File: config.mk
export PLATFORM = sky130hd
export DESIGN_NAME = fan_run_sequencer
export DESIGN_NICKNAME = d
export VERILOG_FILES = /design/src/rtl/fan_run_sequencer.sv
export SDC_FILE = /design/constraint.sdc
export NUM_CORES = 1
export LEC_CHECK = 0
export ABC_AREA = 1
export CAP_MARGIN = 20
export CORE_UTILIZATION = 50
export DETAILED_ROUTE_END_ITERATION = 16
export HOLD_SLACK_MARGIN = 0.06
export PLACE_DENSITY = 0.8
export SETUP_SLACK_MARGIN = 0.05
export SYNTH_ARGS = -nofsm -noshare
export SYNTH_HDL_FRONTEND = slang
export SYNTH_SLANG_ARGS = --single-unit
File: constraint.sdc
create_clock -name clk -period 6.4 [get_ports clk]
set_input_delay 1.28 -clock clk [delete_from_list [all_inputs] [get_ports clk]]
set_output_delay 1.28 -clock clk [all_outputs]
set_load 0.05 [all_outputs]
File: src/rtl/fan_run_sequencer.sv
// fan_run_sequencer
//   Run-time controller for the electric fan. Converts one-cycle button
//   pulses into a speed level, an auto-off countdown and a soft-start duty
//   ramp feeding pwm_cntr; remaining time goes to the FND display.
//
// Ports
//   clk            system clock
//   reset_p        asynchronous, active-high reset
//   power_pulse    one-cycle pulse, advance speed level 0->1->2->3->0
//   timer_pulse    one-cycle pulse, advance timer selection 0->1->2->3->0
//   echo_pulse     one-cycle pulse, toggle echo (gust) mode
//   target_duty    requested speed level, 0 = off
//   duty_out       ramped duty to pwm_cntr
//   timer_sel      0 = off, 1/2/3 = 1/2/3 * TIMER_STEP_SEC seconds
//   remaining_sec  seconds left on the auto-off timer
//   running        target_duty != 0
//   timer_expired  one-cycle pulse when the countdown reaches 0
//   echo_active    echo mode on
//
// Build option
//   FAN_ECHO_MODE_EN : when defined, adds echo mode (gust phase alternating
//   the effective target between target and max(target-1,1) every
//   ECHO_PERIOD_SEC seconds). When undefined, echo_pulse is ignored and
//   echo_active is tied low.

module fan_run_sequencer #(
    parameter int TICKS_PER_SEC   = 100_000_000,
    parameter int TIMER_STEP_SEC  = 5,
    parameter int RAMP_TICKS      = 25_000_000,
    parameter int ECHO_PERIOD_SEC = 4
) (
    input  logic       clk,
    input  logic       reset_p,
    input  logic       power_pulse,
    input  logic       timer_pulse,
    input  logic       echo_pulse,
    output logic [1:0] target_duty,
    output logic [1:0] duty_out,
    output logic [1:0] timer_sel,
    output logic [7:0] remaining_sec,
    output logic       running,
    output logic       timer_expired,
    output logic       echo_active
);

    localparam int SEC_W  = (TICKS_PER_SEC > 1) ? $clog2(TICKS_PER_SEC) : 1;
    localparam int RAMP_W = (RAMP_TICKS > 1) ? $clog2(RAMP_TICKS) : 1;
    localparam logic [SEC_W-1:0]  SEC_LAST  = SEC_W'(TICKS_PER_SEC - 1);
    localparam logic [RAMP_W-1:0] RAMP_LAST = RAMP_W'(RAMP_TICKS - 1);

    // Prescalers are down-counters: "cleared" means reloaded to *_LAST,
    // and the terminal count is zero.
    logic [SEC_W-1:0]  sec_cnt, sec_cnt_n;
    logic [RAMP_W-1:0] ramp_cnt, ramp_cnt_n;
    logic [1:0]        target_n, sel_n, duty_n;
    logic [7:0]        rem_n;
    logic              counting, tick, expire;
    logic [1:0]        eff, eff_n;
    logic              echo_n;

    always_comb begin
        counting  = (target_duty != 2'd0) && (timer_sel != 2'd0) && (remaining_sec != 8'd0);
        tick      = counting && (sec_cnt == '0);
        // A timer reload in the same cycle cancels the tick, so no expiry.
        expire    = tick && (remaining_sec == 8'd1) && !timer_pulse;

        target_n  = target_duty;
        if (expire)
            target_n = 2'd0;
        else if (power_pulse)
            target_n = target_duty + 2'd1;

        sel_n     = timer_sel;
        rem_n     = remaining_sec;
        if (power_pulse && target_duty == 2'd3 && !expire) begin
            // Turning the fan off also cancels the timer, overriding timer_pulse.
            sel_n = 2'd0;
            rem_n = 8'd0;
        end else if (timer_pulse) begin
            sel_n = timer_sel + 2'd1;
            rem_n = 8'(sel_n) * 8'(TIMER_STEP_SEC);
        end else if (expire) begin
            sel_n = 2'd0;
            rem_n = 8'd0;
        end else if (tick) begin
            rem_n = remaining_sec - 8'd1;
        end

        sec_cnt_n = sec_cnt;
        if (timer_pulse)
            sec_cnt_n = SEC_LAST;
        else if (counting)
            sec_cnt_n = (sec_cnt == '0) ? SEC_LAST : sec_cnt - 1'b1;
    end

`ifdef FAN_ECHO_MODE_EN
    localparam int GUST_W = (ECHO_PERIOD_SEC > 1) ? $clog2(ECHO_PERIOD_SEC) : 1;
    localparam logic [GUST_W-1:0] GUST_LAST = GUST_W'(ECHO_PERIOD_SEC - 1);

    logic              phase_high, phase_high_n;
    logic [SEC_W-1:0]  gust_tick, gust_tick_n;
    logic [GUST_W-1:0] gust_sec, gust_sec_n;

    function automatic logic [1:0] effective(input logic [1:0] t, input logic act,
                                             input logic high);
        if (act && !high && t > 2'd1)
            return t - 2'd1;
        return t;
    endfunction

    always_comb begin
        echo_n = echo_active;
        if (target_n == 2'd0)
            echo_n = 1'b0;
        else if (echo_pulse && target_duty != 2'd0)
            echo_n = ~echo_active;

        // Gust timer restarts in the high phase whenever echo is idle or the
        // speed changes.
        gust_tick_n  = SEC_LAST;
        gust_sec_n   = GUST_LAST;
        phase_high_n = 1'b1;
        if (echo_active && !power_pulse) begin
            phase_high_n = phase_high;
            gust_sec_n   = gust_sec;
            gust_tick_n  = gust_tick - 1'b1;
            if (gust_tick == '0) begin
                gust_tick_n = SEC_LAST;
                gust_sec_n  = gust_sec - 1'b1;
                if (gust_sec == '0) begin
                    gust_sec_n   = GUST_LAST;
                    phase_high_n = ~phase_high;
                end
            end
        end

        eff   = effective(target_duty, echo_active, phase_high);
        eff_n = effective(target_n, echo_n, phase_high_n);
    end

    always_ff @(posedge clk or posedge reset_p) begin
        if (reset_p) begin
            echo_active <= 1'b0;
            phase_high  <= 1'b1;
            gust_tick   <= SEC_LAST;
            gust_sec    <= GUST_LAST;
        end else begin
            echo_active <= echo_n;
            phase_high  <= phase_high_n;
            gust_tick   <= gust_tick_n;
            gust_sec    <= gust_sec_n;
        end
    end
`else
    logic unused_echo;

    assign unused_echo = echo_pulse;
    assign echo_n      = 1'b0;
    assign eff         = target_duty;
    assign eff_n       = target_n;
    assign echo_active = 1'b0;
`endif

    always_comb begin
        duty_n = duty_out;
        if (eff < duty_out)
            duty_n = eff;
        else if (eff > duty_out && ramp_cnt == '0)
            duty_n = duty_out + 2'd1;

        if (eff_n != eff || eff <= duty_out || ramp_cnt == '0)
            ramp_cnt_n = RAMP_LAST;
        else
            ramp_cnt_n = ramp_cnt - 1'b1;
    end

    always_ff @(posedge clk or posedge reset_p) begin
        if (reset_p) begin
            target_duty   <= 2'd0;
            timer_sel     <= 2'd0;
            remaining_sec <= 8'd0;
            duty_out      <= 2'd0;
            timer_expired <= 1'b0;
            sec_cnt       <= SEC_LAST;
            ramp_cnt      <= RAMP_LAST;
        end else begin
            target_duty   <= target_n;
            timer_sel     <= sel_n;
            remaining_sec <= rem_n;
            duty_out      <= duty_n;
            timer_expired <= expire;
            sec_cnt       <= sec_cnt_n;
            ramp_cnt      <= ramp_cnt_n;
        end
    end

    assign running = (target_duty != 2'd0);

endmodule

==> results of run 1 <==
-- cells by family (layout without fill, tap and decap cells) --
family                   Yosys count  in the layout  synth area share
other                              1              1          0.000960
buffers and inverters             84            111            0.0884
AND/OR/NAND/NOR                  266            266             0.312
flip-flops                        67             67             0.441
adder cells (fa/ha/maj)            9              9            0.0288
AO/OA/AOI/OAI                     43             43            0.0621
XOR/XNOR                          30             30            0.0672
-- registers in the layout, summed over array words and instances (netlist names) --
signal         count
duty_out           2
ramp_cnt          25
remaining_sec      8
sec_cnt           27
target_duty        2
timer_expired      1
timer_sel          2
-- critical path: stages --
cell,delay [ns]
sky130_fd_sc_hd__clkdlybuf4s50_1,0.64
sky130_fd_sc_hd__inv_1,0.21
sky130_fd_sc_hd__nand2_1,0.56
sky130_fd_sc_hd__nand2_1,0.65
sky130_fd_sc_hd__nand2_2,0.41
sky130_fd_sc_hd__inv_2,0.11
sky130_fd_sc_hd__nand2_1,0.07
sky130_fd_sc_hd__o21ai_0,0.07
-- routing by layer --
metal  vias to the layer above  global-route usage  routed length, µm
met3                        10              0.0387                260
met2                        59               0.352               3750
met5                         -                   0                  0
li1                       1642                   -                  -
met4                         0              0.0860                115
met1                      1542               0.264               3580
-- report_power, final --
group | switching [W] | internal [W]
Clock | 0.000165 | 0.000162
Sequential | 0.0000549 | 0.000491
Combinational | 0.000506 | 0.000210
-- synth_stat cells (all sizes together) --
library cell	n
nand2	96
xor2	27
o21ai	29
buf	7
clkbuf	2
dfrtp	31
conb	1
nor2	81
a21oi	3
nand3	49
nor4	2
ha	9
nand3b	5
inv	75
xnor2	3
o21a	1
dfstp	36
or2	2
o311ai	3
nand4	13
nor3	18
o211ai	4
o22ai	1
a31oi	2
-- path summary, 6_finish.rpt --
kind / startpoint / to / slack [ns] / cells past startpoint
hold reg to reg: sec_cnt[26] / sec_cnt[26] / 0.47 / 2
hold / removal: sec_cnt[26] / sec_cnt[26] / 0.47 / 2
max in group asynchronous: reset_p / sec_cnt[10] / 4.37 / 3
setup / recovery: timer_pulse / remaining_sec[7] / 2.63 / 8
min in group asynchronous: reset_p / timer_sel[1] / 1.50 / 3
setup reg to reg: remaining_sec[0] / remaining_sec[0] / 3.28 / 12
-- area by class of cell --
class	count	area share
Clock buffer	11	0.0348
Clock inverter	5	0.00834
Inverter	75	0.0647
Multi-Input combinational cell	349	0.423
Sequential cell	67	0.396
Tap cell	99	0.0285
Timing Repair Buffer	20	0.0454
-- layout by cell type, fill, tap and decap left out, types with 2 or more instances in the layout --
cell type	n
sky130_fd_sc_hd__a31oi_1	2
sky130_fd_sc_hd__inv_1	70
sky130_fd_sc_hd__inv_2	5
sky130_fd_sc_hd__dfstp_2	36
sky130_fd_sc_hd__o311ai_0	3
sky130_fd_sc_hd__nor4_1	2
sky130_fd_sc_hd__xnor2_1	3
sky130_fd_sc_hd__clkinvlp_4	3
sky130_fd_sc_hd__o211ai_1	4
sky130_fd_sc_hd__nor2_4	3
sky130_fd_sc_hd__nand3b_1	5
sky130_fd_sc_hd__dfrtp_1	31
sky130_fd_sc_hd__a21oi_1	3
sky130_fd_sc_hd__nand4_1	12
sky130_fd_sc_hd__nand3_1	49
sky130_fd_sc_hd__ha_1	9
sky130_fd_sc_hd__nor3_1	18
sky130_fd_sc_hd__xor2_1	27
sky130_fd_sc_hd__nand2_2	5
sky130_fd_sc_hd__nand2_1	90
sky130_fd_sc_hd__nor2_2	4
sky130_fd_sc_hd__clkdlybuf4s50_1	19
sky130_fd_sc_hd__clkbuf_8	11
sky130_fd_sc_hd__nor2_1	73
sky130_fd_sc_hd__o21ai_0	29
-- stage by stage --
stage,hold slack (ns),area [µm²]
finish,0.467,4350
global route,0.494,4350
CTS,0.473,4350
detailed placement,0.454,4170
global placement,0.452,4170
floorplan,0.442,3910
==> impl_results.md, run 1 <==
* Clk slew on worst S/H paths at 0.07 ns
* Number of resized instances in the post-cts repair step at 0
* DRC violation count after routing at 0
* Final setup viols at 0
* Number of buffers on the longest clock path at 2
* Final sum of negative setup slack at 0 ns
* Die outline height at 90.4 µm
* Kind of end point of the critical path: register
* Row Count at 31
* Number of iterations in the first detailed-routing pass at 5
* CTS H-tree depth at 3
* Hold violation count in the final report at 0
* Power density normalized to cell area at 365 nW/µm²
* Clk Latency, worst-skew pair at 0.35 ns
* Max-cap violations at 0
* Yosys Warn Count at 0
* CTS tree: yes
* Antenna diode count at 0
* Final wirelength at 7710 µm
* Portion of the clock cycle consumed by the worst path in the final layout at 0.589
* First-pass GRT wire length at 14000 µm
* Slack of the critical path at 2.63 ns
* Clock Sink Count at 67
* Initial core utilization at 0.527
* Detail Placement HPWL at 5450 µm
* Total track usage at 0.209
* Count of vias placed by the detailed router at 3253
* Post-Synthesis Cells at 500
* Most area-hungry cell type in the Yosys netlist: sky130_fd_sc_hd__dfstp_2
* Library cells used by synthesis at 35
* Number of CTS-inserted buffers at 9
* Top achievable clock speed at 265 MHz
* Highest fanout seen on the critical path at 22
* Worst slack at placement at 2.29 ns
* Hold buffer count at cts at 0
* Die ar. at 8170 µm²
* Buffer count from post-CTS setup fixing at 0
* Clock Skew at 0.00989 ns
* Final cell utilization of the core at 0.588
* Number of antenna violations at the first check in global routing at 0
* Register area at 1720 µm²
* Violation count after the first detailed-route iteration at 145
* Chip width at 90.4 µm
* Mean number of vias per cell at 5.20
* DP Cell Count at 610
* Pwr Total at 0.00159 W
* Multi-input logic area at 1840 µm²
* Maximum number of pins on one net before global-route repair at 68
* Root cell of the clock tree: sky130_fd_sc_hd__clkbuf_8
* VDD IR max at 0.000349 V
* Post-synthesis instance area at 3910 µm²
* Nets@finish at 536
* Cell types with the largest area share after synthesis: sky130_fd_sc_hd__dfstp_2 24%, sky130_fd_sc_hd__dfrtp_1 20%, sky130_fd_sc_hd__nand2_1 8.6%, sky130_fd_sc_hd__nor2_1 7.0%, sky130_fd_sc_hd__inv_1 6.8%
* Number of nets with antenna violations after routing at 0
* Wire per inst at 12.3 µm
* Slew @ Worst Pin at 0.809 ns
* Worst hold path class: register to register
* Syn_nets at 514
* Max-slew violations at 0
* Worst-case headroom to the max-slew limit at 0.460
* Synth top area share at 0.242
* Required time of the critical path at 6.63 ns
* Number of synthesized register bits at 67
* Status: complete, no violations
* Post-layout instance count excluding filler cells at 626
* Leakage power figure at 1.97 nW
* Final min period at 3.77 ns
* Unrepaired setup endpoints after global routing: no
* Signal arrival time at the worst endpoint at 4.00 ns
* Vias in the first global route at 3291
* Number of ports placed on the die boundary at 22
* Share of layout cells above drive strength 1 at 0.140
* Routability-driven placement congestion ratio at 0.888
* Number of buffers inserted by port buffering at 19
* Leftover overflow at the end of global routing at 0
* CP startpoint kind: input pin
* Count of filler cells inserted in the layout at 609
* Post-Synthesis Mean Instance Area at 7.81 µm²
* Core footprint at 7410 µm²
* Portion of the post-synthesis area used by sequential elements at 0.441
* Synth-to-Final Area Change at 11.4%
* CP Class: input pin to register
Note: power is estimated with default switching activity, not from simulation.
==> run 2, diff against run 1 <==
--- a/config.mk
+++ b/config.mk
@@ -10,7 +10,7 @@
 export CORE_UTILIZATION = 50
 export DETAILED_ROUTE_END_ITERATION = 16
 export HOLD_SLACK_MARGIN = 0.06
-export PLACE_DENSITY = 0.8
+export PLACE_DENSITY = 0.82
 export SETUP_SLACK_MARGIN = 0.05
 export SYNTH_ARGS = -nofsm -noshare
 export SYNTH_HDL_FRONTEND = slang
==> constraint.sdc (replaced) <==
create_clock -name clk -period 3.3 [get_ports clk]
set_input_delay 0.66 -clock clk [delete_from_list [all_inputs] [get_ports clk]]
set_output_delay 0.66 -clock clk [all_outputs]
set_load 0.05 [all_outputs]
==> impl_results.md, run 2 (same netlist as run 1, synthesis figures left out) <==
* Final cell utilization of the core at 0.589 (+0.00135)
* Worst hold path startpoint: ramp_cnt[0]
* Clk Latency, worst-skew pair at 0.35 ns (about the same)
* Initial core utilization at 0.527 (unchanged)
* Total track usage at 0.206 (-0.00253)
* VDD IR max at 0.000636 V (+82%)
* Worst slack at placement at 0.633 ns (-1.66 ns)
* Post-layout instance count excluding filler cells at 628 (+0.32%)
* Row Count at 31 (unchanged)
* Hold buffer count at cts at 0 (unchanged)
* Violation count after the first detailed-route iteration at 273 (+88%)
* Core footprint at 7410 µm² (unchanged)
* Kind of end point of the critical path: primary output
* Required time of the critical path at 2.64 ns (-3.99 ns)
* Worst-case hold slack at 0.474 ns (+0.00700 ns)
* Share of layout cells above drive strength 1 at 0.142 (+0.00136)
* Register with the most flip-flops: sec_cnt
* Number of CTS-inserted buffers at 9 (unchanged)
* CTS H-tree depth at 3 (unchanged)
* Buffer count from post-CTS setup fixing at 0 (unchanged)
* Number of resized instances in the post-cts repair step at 0 (unchanged)
* Clock Skew at 0.0194 ns (+0.00947 ns)
* Number of antenna violations at the first check in global routing at 0 (unchanged)
* Root cell of the clock tree: sky130_fd_sc_hd__clkbuf_8
* Clk slew on worst S/H paths at 0.07 ns (about the same)
* Top achievable clock speed at 378 MHz
* Count of vias placed by the detailed router at 3306 (+1.6%)
* Number of buffers on the longest clock path at 2 (unchanged)
* Portion of the clock cycle consumed by the worst path in the final layout at 0.802
* Chip width at 90.4 µm (unchanged)
* Signal arrival time at the worst endpoint at 1.99 ns (-2.01 ns)
* Final min period at 2.65 ns
* Vias in the first global route at 3256 (-1.1%)
* Max-cap violations at 0 (unchanged)
* Unrepaired setup endpoints after global routing: no
* Synth-to-Final Area Change at 11.7%
* Most frequent standard cell in the layout excluding fill and tap cells: sky130_fd_sc_hd__nand2_1
* Wire per inst at 12.2 µm (-0.65%)
* Mean number of vias per cell at 5.26 (+1.3%)
* Die outline height at 90.4 µm (unchanged)
* Detail Placement HPWL at 5520 µm (+1.2%)
* Clock Sink Count at 67 (unchanged)
* Antenna diode count at 0 (unchanged)
* CP startpoint kind: register
* CP Class: register to primary output
* Worst-case headroom to the max-slew limit at 0.518 (+0.0572)
* Leakage power figure at 1.99 nW (+0.94%)
* Max-slew violations at 0 (unchanged)
* Number of iterations in the first detailed-routing pass at 4 (-1)
* Slack of the critical path at 0.655 ns (-1.97 ns)
* Nets@finish at 538 (+0.37%)
* Final wirelength at 7680 µm (-0.34%)
* Final setup viols at 0 (unchanged)
* Status: complete, no violations
* Highest fanout seen on the critical path at 5 (-77%)
* DRC violation count after routing at 0 (unchanged)
* Routability-driven placement congestion ratio at 0.902 (+1.6%)
* Power density normalized to cell area at 703 nW/µm² (+92%)
* Leading registers by flop count: sec_cnt: 27 flops, ramp_cnt: 25 flops, remaining_sec: 8 flops
* Number of nets with antenna violations after routing at 0 (unchanged)
* Startpoint of the lowest-slack register-to-register path: sec_cnt[0]
* Number of buffers inserted by port buffering at 19 (unchanged)
* Worst hold path class: register to register
* Leading cell types in the layout, fill and taps excluded: 90 x sky130_fd_sc_hd__nand2_1, 73 x sky130_fd_sc_hd__nor2_1, 70 x sky130_fd_sc_hd__inv_1, 49 x sky130_fd_sc_hd__nand3_1, 36 x sky130_fd_sc_hd__dfstp_2
* CTS tree: yes
* Final sum of negative setup slack at 0 ns (unchanged)
* Number of ports placed on the die boundary at 22 (unchanged)
* DP Cell Count at 612 (+0.33%)
* Leftover overflow at the end of global routing at 0 (unchanged)
* Hold violation count in the final report at 0 (unchanged)
* Crit. Startpoint: target_duty[0]
* Number of flip-flops in the largest register at 27 (unchanged)
* First-pass GRT wire length at 13900 µm (-0.94%)
* Slew @ Worst Pin at 0.723 ns (-0.0868 ns)
* Maximum number of pins on one net before global-route repair at 36 (-47%)
* Die ar. at 8170 µm² (unchanged)
[run 2: changes by cell type in the layout (fill, tap and decap cells not counted), sizes merged]
cell	delta
clkinvlp	-3
inv	-1
clkinv	+4
buf	+2
[run 2: per-layer routing]
metal / vias up / share of wire / global-route usage
met5: - / 0 / 0
met4: 0 / 0.011 / 0.0914
met3: 7 / 0.044 / 0.0345
met2: 85 / 0.49 / 0.354
met1: 1559 / 0.46 / 0.254
li1: 1655 / - / -
[run 2: power by group]
| part | leakage (nW) | internal, W | switching [W] |
|---|---|---|---|
| clock | 0.0928 | 0.000289 | 0.000316 |
| sequential | 0.793 | 0.000953 | 0.000104 |
| combinational | 1.11 | 0.000419 | 0.000984 |
[run 2: final cells by class]
type                    count  area [µm²]
multi-input cells         349        1840
flip-flops and latches     67        1720
clock inverters             5        28.8
repair buffers             22         225
fillers                   622        3050
well taps                  99         124
clock buffers              11         141
inverters                  75         282
[run 2: metrics by stage]
stage	cell area (µm²)	total power [W]
2_1_floorplan	3910	0.00213
3_3_place_gp	4190	0.00243
3_5_place_dp	4190	0.00246
4_1_cts	4360	0.00308
5_1_grt	4360	0.00326
6_report	4360	0.00307
[run 2: final timing paths]
path	to	slack, ns	cells past startpoint
min in group asynchronous	ramp_cnt[10]	0.75	2
worst max-delay path	running	0.65	4
worst min register to register	ramp_cnt[0]	0.47	1
max in group asynchronous	sec_cnt[18]	1.85	3
worst min-delay path	ramp_cnt[0]	0.47	1
worst max register to register	sec_cnt[11]	1.06	12
[run 2: critical path, cell delays in order (launching register included)]
cell	delay, ns
sky130_fd_sc_hd__dfrtp_1	0.42
sky130_fd_sc_hd__inv_1	0.12
sky130_fd_sc_hd__ha_1	0.23
sky130_fd_sc_hd__inv_1	0.07
sky130_fd_sc_hd__clkdlybuf4s50_1	0.81
